`src/rtl/xc_malu_seq_if.sv`:
```
// ---------------------------------------------------------------------------
// xc_malu_seq_if : issue, datapath and result bus of the MALU sequencer
// Revision: 1.0
// ---------------------------------------------------------------------------
`default_nettype none

interface xc_malu_seq_if #(
  parameter int CW = 6
);
  // Issue side
  logic          valid;
  logic          in_ready;
  logic          flush;
  logic [31:0]   rs1;
  logic [31:0]   rs2;
  // Datapath side
  logic [CW-1:0] count;
  logic [63:0]   acc;
  logic [31:0]   arg_0;
  logic [31:0]   arg_1;
  logic          dp_valid;
  logic [63:0]   n_acc;
  logic [31:0]   n_arg_0;
  logic [31:0]   n_arg_1;
  logic          dp_ready;
  logic [63:0]   dp_result;
  // Result side
  logic          out_valid;
  logic          out_ready;
  logic [63:0]   result;
  logic          err;

  // The sequencer itself
  modport slave (
    input  valid, flush, rs1, rs2,
    input  n_acc, n_arg_0, n_arg_1, dp_ready, dp_result,
    input  out_ready,
    output in_ready, count, acc, arg_0, arg_1, dp_valid,
    output out_valid, result, err
  );

  // Issue logic, datapath and consumer around the sequencer
  modport master (
    output valid, flush, rs1, rs2,
    output n_acc, n_arg_0, n_arg_1, dp_ready, dp_result,
    output out_ready,
    input  in_ready, count, acc, arg_0, arg_1, dp_valid,
    input  out_valid, result, err
  );
endinterface

`default_nettype wire

```
`src/rtl/xc_malu_seq.sv`:
```
// ---------------------------------------------------------------------------
// xc_malu_seq : MALU sequencer, iteration state register and result holder
// Revision: 1.0
// ---------------------------------------------------------------------------
`default_nettype none

module xc_malu_seq #(
  parameter int CW        = 6,
  parameter int MAX_STEPS = 40
) (
  input  wire           clock,
  input  wire           reset,
  xc_malu_seq_if.slave  bus
);

  typedef enum logic [1:0] {
    S_IDLE = 2'd0,
    S_RUN  = 2'd1,
    S_DONE = 2'd2
  } state_t;

  localparam logic [CW-1:0] C_LAST_STEP = CW'(MAX_STEPS - 1);

  state_t        state_q,  state_d;
  logic [CW-1:0] count_q,  count_d;
  logic [63:0]   acc_q,    acc_d;
  logic [31:0]   arg_0_q,  arg_0_d;
  logic [31:0]   arg_1_q,  arg_1_d;
  logic [63:0]   result_q, result_d;
  logic          err_q,    err_d;

  always_ff @(posedge clock) begin
    if (reset) begin
      state_q  <= S_IDLE;
      count_q  <= '0;
      acc_q    <= '0;
      arg_0_q  <= '0;
      arg_1_q  <= '0;
      result_q <= '0;
      err_q    <= 1'b0;
    end else begin
      state_q  <= state_d;
      count_q  <= count_d;
      acc_q    <= acc_d;
      arg_0_q  <= arg_0_d;
      arg_1_q  <= arg_1_d;
      result_q <= result_d;
      err_q    <= err_d;
    end
  end

  always_comb begin
    state_d  = state_q;
    count_d  = count_q;
    acc_d    = acc_q;
    arg_0_d  = arg_0_q;
    arg_1_d  = arg_1_q;
    result_d = result_q;
    err_d    = err_q;

    if (bus.flush) begin
      // Abandon everything; a coincident accept or completion is dropped
      state_d = S_IDLE;
      count_d = '0;
      err_d   = 1'b0;
    end else begin
      unique case (state_q)
        S_IDLE: begin
          if (bus.valid) begin
            acc_d   = '0;
            arg_0_d = bus.rs1;
            arg_1_d = bus.rs2;
            count_d = '0;
            state_d = S_RUN;
          end
        end
        S_RUN: begin
          acc_d   = bus.n_acc;
          arg_0_d = bus.n_arg_0;
          arg_1_d = bus.n_arg_1;
          count_d = count_q + 1'b1;
          // Completion on the last allowed step beats the abort
          if (bus.dp_ready) begin
            result_d = bus.dp_result;
            err_d    = 1'b0;
            state_d  = S_DONE;
          end else if (count_q == C_LAST_STEP) begin
            result_d = '0;
            err_d    = 1'b1;
            state_d  = S_DONE;
          end
        end
        S_DONE: begin
          if (bus.out_ready) begin
            state_d = S_IDLE;
          end
        end
        default: begin
          state_d = S_IDLE;
        end
      endcase
    end
  end

  assign bus.in_ready  = (state_q == S_IDLE);
  assign bus.dp_valid  = (state_q == S_RUN);
  assign bus.out_valid = (state_q == S_DONE);
  assign bus.count     = count_q;
  assign bus.acc       = acc_q;
  assign bus.arg_0     = arg_0_q;
  assign bus.arg_1     = arg_1_q;
  assign bus.result    = result_q;
  assign bus.err       = err_q;

endmodule

`default_nettype wire
```
`src/flat_wrapper.sv`:
```
// flat-port wrapper written by rule: the top's interface ports become plain ports
module xc_malu_seq_flat 
#(
  parameter int CW        = 6,
  parameter int MAX_STEPS = 40
)
  (clock, reset, bus_valid, bus_flush, bus_rs1, bus_rs2, bus_n_acc, bus_n_arg_0, bus_n_arg_1, bus_dp_ready, bus_dp_result, bus_out_ready, bus_in_ready, bus_count, bus_acc, bus_arg_0, bus_arg_1, bus_dp_valid, bus_out_valid, bus_result, bus_err);
  xc_malu_seq_if #(.CW(CW)) bus_i ();
  input  wire clock;
  input  wire reset;
  input wire logic [$bits(bus_i.valid)-1:0] bus_valid;
  input wire logic [$bits(bus_i.flush)-1:0] bus_flush;
  input wire logic [$bits(bus_i.rs1)-1:0] bus_rs1;
  input wire logic [$bits(bus_i.rs2)-1:0] bus_rs2;
  input wire logic [$bits(bus_i.n_acc)-1:0] bus_n_acc;
  input wire logic [$bits(bus_i.n_arg_0)-1:0] bus_n_arg_0;
  input wire logic [$bits(bus_i.n_arg_1)-1:0] bus_n_arg_1;
  input wire logic [$bits(bus_i.dp_ready)-1:0] bus_dp_ready;
  input wire logic [$bits(bus_i.dp_result)-1:0] bus_dp_result;
  input wire logic [$bits(bus_i.out_ready)-1:0] bus_out_ready;
  output wire logic [$bits(bus_i.in_ready)-1:0] bus_in_ready;
  output wire logic [$bits(bus_i.count)-1:0] bus_count;
  output wire logic [$bits(bus_i.acc)-1:0] bus_acc;
  output wire logic [$bits(bus_i.arg_0)-1:0] bus_arg_0;
  output wire logic [$bits(bus_i.arg_1)-1:0] bus_arg_1;
  output wire logic [$bits(bus_i.dp_valid)-1:0] bus_dp_valid;
  output wire logic [$bits(bus_i.out_valid)-1:0] bus_out_valid;
  output wire logic [$bits(bus_i.result)-1:0] bus_result;
  output wire logic [$bits(bus_i.err)-1:0] bus_err;
  assign bus_i.valid = bus_valid;
  assign bus_i.flush = bus_flush;
  assign bus_i.rs1 = bus_rs1;
  assign bus_i.rs2 = bus_rs2;
  assign bus_i.n_acc = bus_n_acc;
  assign bus_i.n_arg_0 = bus_n_arg_0;
  assign bus_i.n_arg_1 = bus_n_arg_1;
  assign bus_i.dp_ready = bus_dp_ready;
  assign bus_i.dp_result = bus_dp_result;
  assign bus_i.out_ready = bus_out_ready;
  assign bus_in_ready = bus_i.in_ready;
  assign bus_count = bus_i.count;
  assign bus_acc = bus_i.acc;
  assign bus_arg_0 = bus_i.arg_0;
  assign bus_arg_1 = bus_i.arg_1;
  assign bus_dp_valid = bus_i.dp_valid;
  assign bus_out_valid = bus_i.out_valid;
  assign bus_result = bus_i.result;
  assign bus_err = bus_i.err;
  xc_malu_seq #(.CW(CW), .MAX_STEPS(MAX_STEPS)) u_core (.clock(clock), .reset(reset), .bus(bus_i));
endmodule
```
`config.mk`:
```
export PLATFORM = sky130hd
export DESIGN_NAME = xc_malu_seq_flat
export DESIGN_NICKNAME = d
export VERILOG_FILES = /design/src/rtl/xc_malu_seq_if.sv /design/src/rtl/xc_malu_seq.sv /design/src/flat_wrapper.sv
export SDC_FILE = /design/constraint.sdc
export NUM_CORES = 1
export LEC_CHECK = 0
export BUFFER_PORTS_ARGS = -buffer_cell sky130_fd_sc_hd__buf_4
export CAP_MARGIN = 10
export CORE_AREA = 8 8 172 174
export CTS_BUF_LIST = sky130_fd_sc_hd__clkbuf_16
export CTS_CLUSTER_SIZE = 28
export DETAILED_ROUTE_END_ITERATION = 8
export DIE_AREA = 0 0 180 182
export SLEW_MARGIN = 20
export SYNTH_ARGS = -nofsm -noshare
export SYNTH_HDL_FRONTEND = slang
export SYNTH_SLANG_ARGS = --single-unit
```
`constraint.sdc`:
```
create_clock -name clock -period 2.1 [get_ports clock]
set_input_delay 0.105 -clock clock [delete_from_list [all_inputs] [get_ports clock]]
set_output_delay 0.105 -clock clock [all_outputs]
set_load 0.05 [all_outputs]
```
==> results.sh, run 1 <==
export IMPL_min_path_cells=3
export IMPL_io_buffers=463
export IMPL_syn_area_per_cell_um2=8.24
export IMPL_worst_pin_slew_ns=0.764
export IMPL_relSlewSlack_pct=49.1
export IMPL_drc=0
export IMPL_skew_ns=0.0170
export IMPL_root_buffer="clkbuf_16"
export IMPL_dieArea_mm2=0.0328
export IMPL_dp_hpwl_um=25900
export IMPL_rows=60
export IMPL_start_util_pct=33.4
export IMPL_yosys_area_top_type="dfxtp_1"
export IMPL_max_vdd_ir_drop_mv=0.476
export IMPL_netlist_area_mm2=0.00889
export IMPL_cp_max_fo=44
export IMPL_cp_start_kind="register"
export IMPL_die_w_um=180
export IMPL_area_growth_pct=78.0
export IMPL_slew_violations=0
export IMPL_wl_per_cell_um=20.0
export IMPL_setup_tns_ns=0
export IMPL_synth_cells=1080
export IMPL_synth_seq_cells=201
export IMPL_hold_viol=0
export IMPL_synthArstFlopShare_pct=0
export IMPL_power_density_mw_per_mm2=638
export IMPL_crit_required_ns=2.00
export IMPL_seq_area_frac_synth_pct=45.2
export IMPL_ios=464
export IMPL_synth_cell_types=35
export IMPL_fillers=2232
export IMPL_clock_sinks=201
export IMPL_dp_cells=1775
export IMPL_period_needed_ns=1.98
export IMPL_antenna_found_initial=5
export IMPL_clk_pin_slew_ns=0.06
export IMPL_grt_pass1_wl_um=64100
export IMPL_rr_worst_depth=5
export IMPL_core_area_mm2=0.0267
export IMPL_synth_top_area_share_pct=45.2
export IMPL_routed_wl_um=41700
export IMPL_vias_per_cell=5.35
export IMPL_synth_edf_count=0
export IMPL_drv_cap=0
export IMPL_end_kind="output port"
export IMPL_crit_type="reg -> out"
export IMPL_critPathArrivalTime_ns=1.88
export IMPL_grt_use_total_pct=23.7
export IMPL_grt_max_degree=101
export IMPL_drt_iter0_markers=938
export IMPL_cts_tree="yes"
export IMPL_post_cts_setup_buffers=0
export IMPL_clk_latency_ns=0.52
export IMPL_die_y_um=182
export IMPL_rsz0062_at_grt="false"
export IMPL_clock_fmax_ghz=0.505
export IMPL_synth_nets=1343
export IMPL_status="finished, final reports clean"
export IMPL_hold_class="in -> reg"
export IMPL_fin_nets=1982
export IMPL_finalSetupViolations=0
export IMPL_cts_buffer_depth=3
export IMPL_drtPass1Iterations=5
export IMPL_synth_warnings=0
export IMPL_synthFlopType="dfxtp_1"
export IMPL_holdWs_ns=0.0215
export IMPL_synth_area_leaders="dfxtp_1 45%, a21oi_1 11%, o21ai_0 7.2%"
export IMPL_power_static_leakage_uw=0.00653
export IMPL_place_congestion=0.775
export IMPL_finalNonFillerCells=2081
export IMPL_numCtsBuffers=23
export IMPL_grt_pass1_vias=11325
export IMPL_ant_nets=0
export IMPL_h_tree_depth=1
export IMPL_grt_ovfl_total=0
export IMPL_vias=11133
export IMPL_drive_above_1_share_pct=30.2
export IMPL_fin_crit_sh_pct=94.4
[kinds of logic after synthesis]
kind of cell | after synthesis | synth area share, %
DFF | 201 | 45.2
and+or+nand+nor | 280 | 16.0
buffers and inverters | 132 | 7.44
adders and majority gates | 1 | 0.141
AOI/OAI and AO/OA | 466 | 31.2
[worst max-delay path: stages (launching register included)]
cell	delay, ns
dfxtp_1	0.34
buf_4	0.17
nand2b_2	0.24
inv_4	0.16
buf_16	0.23
buf_6	0.20
[final timing paths]
kind,slack [ns],end,start
setup / recovery,0.12,bus_dp_valid,u_core.state_q[1]
hold / removal,0.02,u_core.bus.acc[11],bus_flush
setup reg to reg,0.32,u_core.bus.arg_0[0],u_core.state_q[1]
hold reg to reg,0.47,u_core.bus.acc[44],u_core.bus.acc[44]
[Yosys cell counts, drive strengths merged (2+ instances only)]
cell	count
clkbuf	59
nor2b	66
nand2b	2
o21ai	132
inv	2
nand3	2
nand4	64
a22oi	65
nand2	132
a311oi	66
nor2	5
nor4bb	2
dfxtp	201
a41oi	2
buf	71
a21oi	194
a211oi	2
[through the flow]
step           area (um2)  util, %  worst slack, ns  total power, uW
2_1_floorplan        8890        -            0.259             5180
3_3_place_gp        12500     46.9            0.364             6000
3_5_place_dp        12500     46.9            0.326             6010
4_1_cts             15800     59.3           0.0456            10200
5_1_grt             15800     59.4           0.0224            10500
6_report            15800     59.4            0.118            10100
[layout make-up]
cell class	instances	area (um2)	share of cell area [%]
diodes	6	15.0	0.0948
clock buffers	23	576	3.63
clock inverters	17	98.8	0.624
inverters	2	11.3	0.0711
multi-input cells	747	4250	26.8
flip-flops and latches	201	4030	25.4
well taps	341	427	2.69
repair buffers	744	6440	40.6
[registers in the layout (all words and copies together) (netlist names)]
name	count
u_core.bus.arg_0	32
u_core.state_q	2
u_core.bus.result	64
u_core.bus.acc	64
u_core.bus.arg_1	32
u_core.bus.count	6
u_core.bus.err	1
[what timing repair did]
action / 4_1_cts / 5_1_grt
hold endpoints to repair: 194 / 1
endpoints found under the setup margin: 1 / 1
hold buffers: 258 / 1
resized for setup: 1 / 1
gates cloned: 1 / 0
[per-layer routing]
layer / wire length [um] / track usage [%] / part of all wire, %
met1: 16800 / 28.2 / 40
met5: 0 / 0 / 0
met4: 1630 / 10.5 / 3.9
met3: 3440 / 6.71 / 8.3
met2: 19900 / 39.4 / 48
[power by group]
group	total [uW]	leakage, uW	switching (uW)	internal, uW
logic	2320	0.00453	1280	1040
registers	4050	0.00164	91.9	3960
clock network	3730	0.000359	1630	2100
[placed cells by master, fill, tap and decap left out, types with 2 or more instances in the layout]
master	netlist	final
buf_4	11	469
dlygate4sd3_1	0	259
dfxtp_1	201	200
a21oi_1	194	194
nand2_1	132	132
o21ai_0	128	128
nor2b_1	66	66
a311oi_1	66	66
a22oi_1	65	65
nand4_1	64	64
clkbuf_16	0	23
buf_12	0	12
inv_1	1	7
diode_2	0	6
clkinv_1	0	5
nor2_1	4	4
clkinv_2	0	4
o21ai_1	4	4
a211oi_1	2	2
nand3_1	2	2
a41oi_1	2	2
buf_6	8	2
No activity file was read; power rests on OpenSTA's default activity.
==> inputs of run 2 (changes only) <==
Settings changed: HOLD_SLACK_MARGIN from default to 0.08.
==> run 2 against run 1 <==
First-iteration DRC count increased by 16%; die area is the same; power is 0.18% higher; register-to-register slack worse by 0.23 ns; sequential cell count is the same; maximum frequency down 1.4%; non-clock buffer count rose by 20; critical path type is now reg -> reg; setup slack worse by 0.027 ns; final area is 1.4% higher.
==> results.sh, run 2 (synthesis results as in run 1) <==
export IMPL_root_buffer="clkbuf_16"
export IMPL_grt_use_total_pct=23.8
export IMPL_dp_hpwl_um=25900
export IMPL_power_static_leakage_uw=0.00665
export IMPL_drt_iter0_markers=1088
export IMPL_critPathArrivalTime_ns=2.46
export IMPL_clock_fmax_ghz=0.498
export IMPL_grt_ovfl_total=0
export IMPL_die_w_um=180
export IMPL_area_growth_pct=80.5
export IMPL_crit_type="reg -> reg"
export IMPL_fin_crit_sh_pct=95.7
export IMPL_cp_max_fo=10
export IMPL_slowest_delay_ns=0.58
export IMPL_crit_chain="buf_4, nor4bb_4, clkbuf_16, a22oi_1, a21oi_1, dlygate4sd3_1"
export IMPL_grt_pass1_vias=11458
export IMPL_dieArea_mm2=0.0328
export IMPL_clk_pin_slew_ns=0.06
export IMPL_relSlewSlack_pct=49.5
export IMPL_place_congestion=0.775
export IMPL_max_vdd_ir_drop_mv=0.475
export IMPL_cp_start_kind="register"
export IMPL_antenna_found_initial=5
export IMPL_h_tree_depth=1
export IMPL_fillers=2209
export IMPL_finalSetupViolations=0
export IMPL_worst_pin_slew_ns=0.758
export IMPL_clock_sinks=201
export IMPL_status="finished, final reports clean"
export IMPL_crit_required_ns=2.56
export IMPL_layout_common_cells="474 x buf_4, 270 x dlygate4sd3_1, 198 x dfxtp_1"
export IMPL_ios=464
export IMPL_hold_class="in -> reg"
export IMPL_numCtsBuffers=23
export IMPL_period_needed_ns=2.01
export IMPL_vias=11306
export IMPL_setup_tns_ns=0
export IMPL_dpl_worst_slack_ns=0.326
export IMPL_ant_nets=0
export IMPL_slew_violations=0
export IMPL_hold_viol=0
export IMPL_wl_per_cell_um=20.4
export IMPL_io_buffers=463
export IMPL_rows=60
export IMPL_r2r_slack_ns=0.09
export IMPL_clk_latency_ns=0.51
export IMPL_skew_ns=0.0147
export IMPL_cts_buffer_depth=3
export IMPL_core_area_mm2=0.0267
export IMPL_cpLargestDelayFamily="buffers and inverters"
export IMPL_power_density_mw_per_mm2=630
export IMPL_drc=0
export IMPL_drtPass1Iterations=6
export IMPL_end_kind="register"
export IMPL_fin_nets=2002
export IMPL_die_y_um=182
export IMPL_slowest_stage="dlygate4sd3_1"
export IMPL_drv_cap=0
export IMPL_layout_commonest_cell="buf_4"
export IMPL_rsz0062_at_grt="false"
export IMPL_routed_wl_um=42900
export IMPL_start_util_pct=33.4
export IMPL_path_buf_inv=3
export IMPL_grt_max_degree=101
export IMPL_drive_above_1_share_pct=30.5
export IMPL_cts_tree="yes"
export IMPL_vias_per_cell=5.38
export IMPL_fin_ws_ns=0.0913
export IMPL_grt_pass1_wl_um=64600
==> run 2: cell count changes in the layout (fill, tap and decap cells not counted), sizes merged <==
cell,delta
buf,+7
clkbuf,+2
diode,-1
dlygate4sd3,+11
==> run 2: stage by stage <==
step           total power, uW  instances  hold WS (ns)  cell area, um2  utilization [%]
2_1_floorplan             5180       1080         0.259            8890                -
6_report                 10100       2100         0.400           16100             60.2
3_5_place_dp              6010       1775         0.342           12500             46.9
5_1_grt                  10500       2100         0.391           16100             60.2
3_3_place_gp              6000       1775         0.341           12500             46.9
4_1_cts                  10200       2086         0.389           15900             59.8
==> run 2: worst reg2reg max path: stages (launching register included) <==
cell           delay (ns)
dfxtp_1              0.32
buf_4                0.18
nor4bb_4             0.41
clkbuf_16            0.23
a22oi_1              0.07
a21oi_1              0.17
dlygate4sd3_1        0.58
==> run 2: routing by layer <==
metal / global-route usage [%] / vias to the layer above / wire, um
met5: 0 / - / 0
met3: 6.77 / 118 / 3710
met1: 28.2 / 5289 / 16900
met2: 39.7 / 609 / 20500
li1: - / 5290 / -
met4: 10.7 / 0 / 1700
==> run 2: final cells by class <==
type | count | area (um2) | share of cell area, %
repair buffers | 764 | 6640 | 41.4
flip-flops and latches | 201 | 4030 | 25.1
clock buffers | 23 | 576 | 3.59
multi-input cells | 747 | 4260 | 26.5
clock inverters | 17 | 98.8 | 0.616
well taps | 341 | 427 | 2.66
diodes | 5 | 12.5 | 0.0779
inverters | 2 | 11.3 | 0.0702
==> run 2: worst paths after layout <==
check / start / endpoint / depth (start not counted)
setup / recovery: u_core.state_q[0] / u_core.bus.result[14] / 6
hold / removal: bus_n_acc[37] / u_core.bus.acc[37] / 4
setup reg to reg: u_core.state_q[0] / u_core.bus.result[14] / 6
hold reg to reg: u_core.bus.acc[44] / u_core.bus.acc[44] / 2
==> run 2: timing repair <==
action | CTS | global route
endpoints found under the hold margin | 200 | 0
hold buffers | 270 | 0
setup buffers | 0 | 5
endpoints found under the setup margin | 1 | 10
pin swaps | 0 | 1
gates resized for setup | 1 | 8
gates cloned | 1 | 4
==> run 2: report_power, final <==
group / internal, uW / switching (uW) / leakage [uW]
clock network: 2100 / 1630 / 0.000359
logic: 1050 / 1290 / 0.00465
registers: 3960 / 92.4 / 0.00164
total: 7100 / 3020 / 0.00665
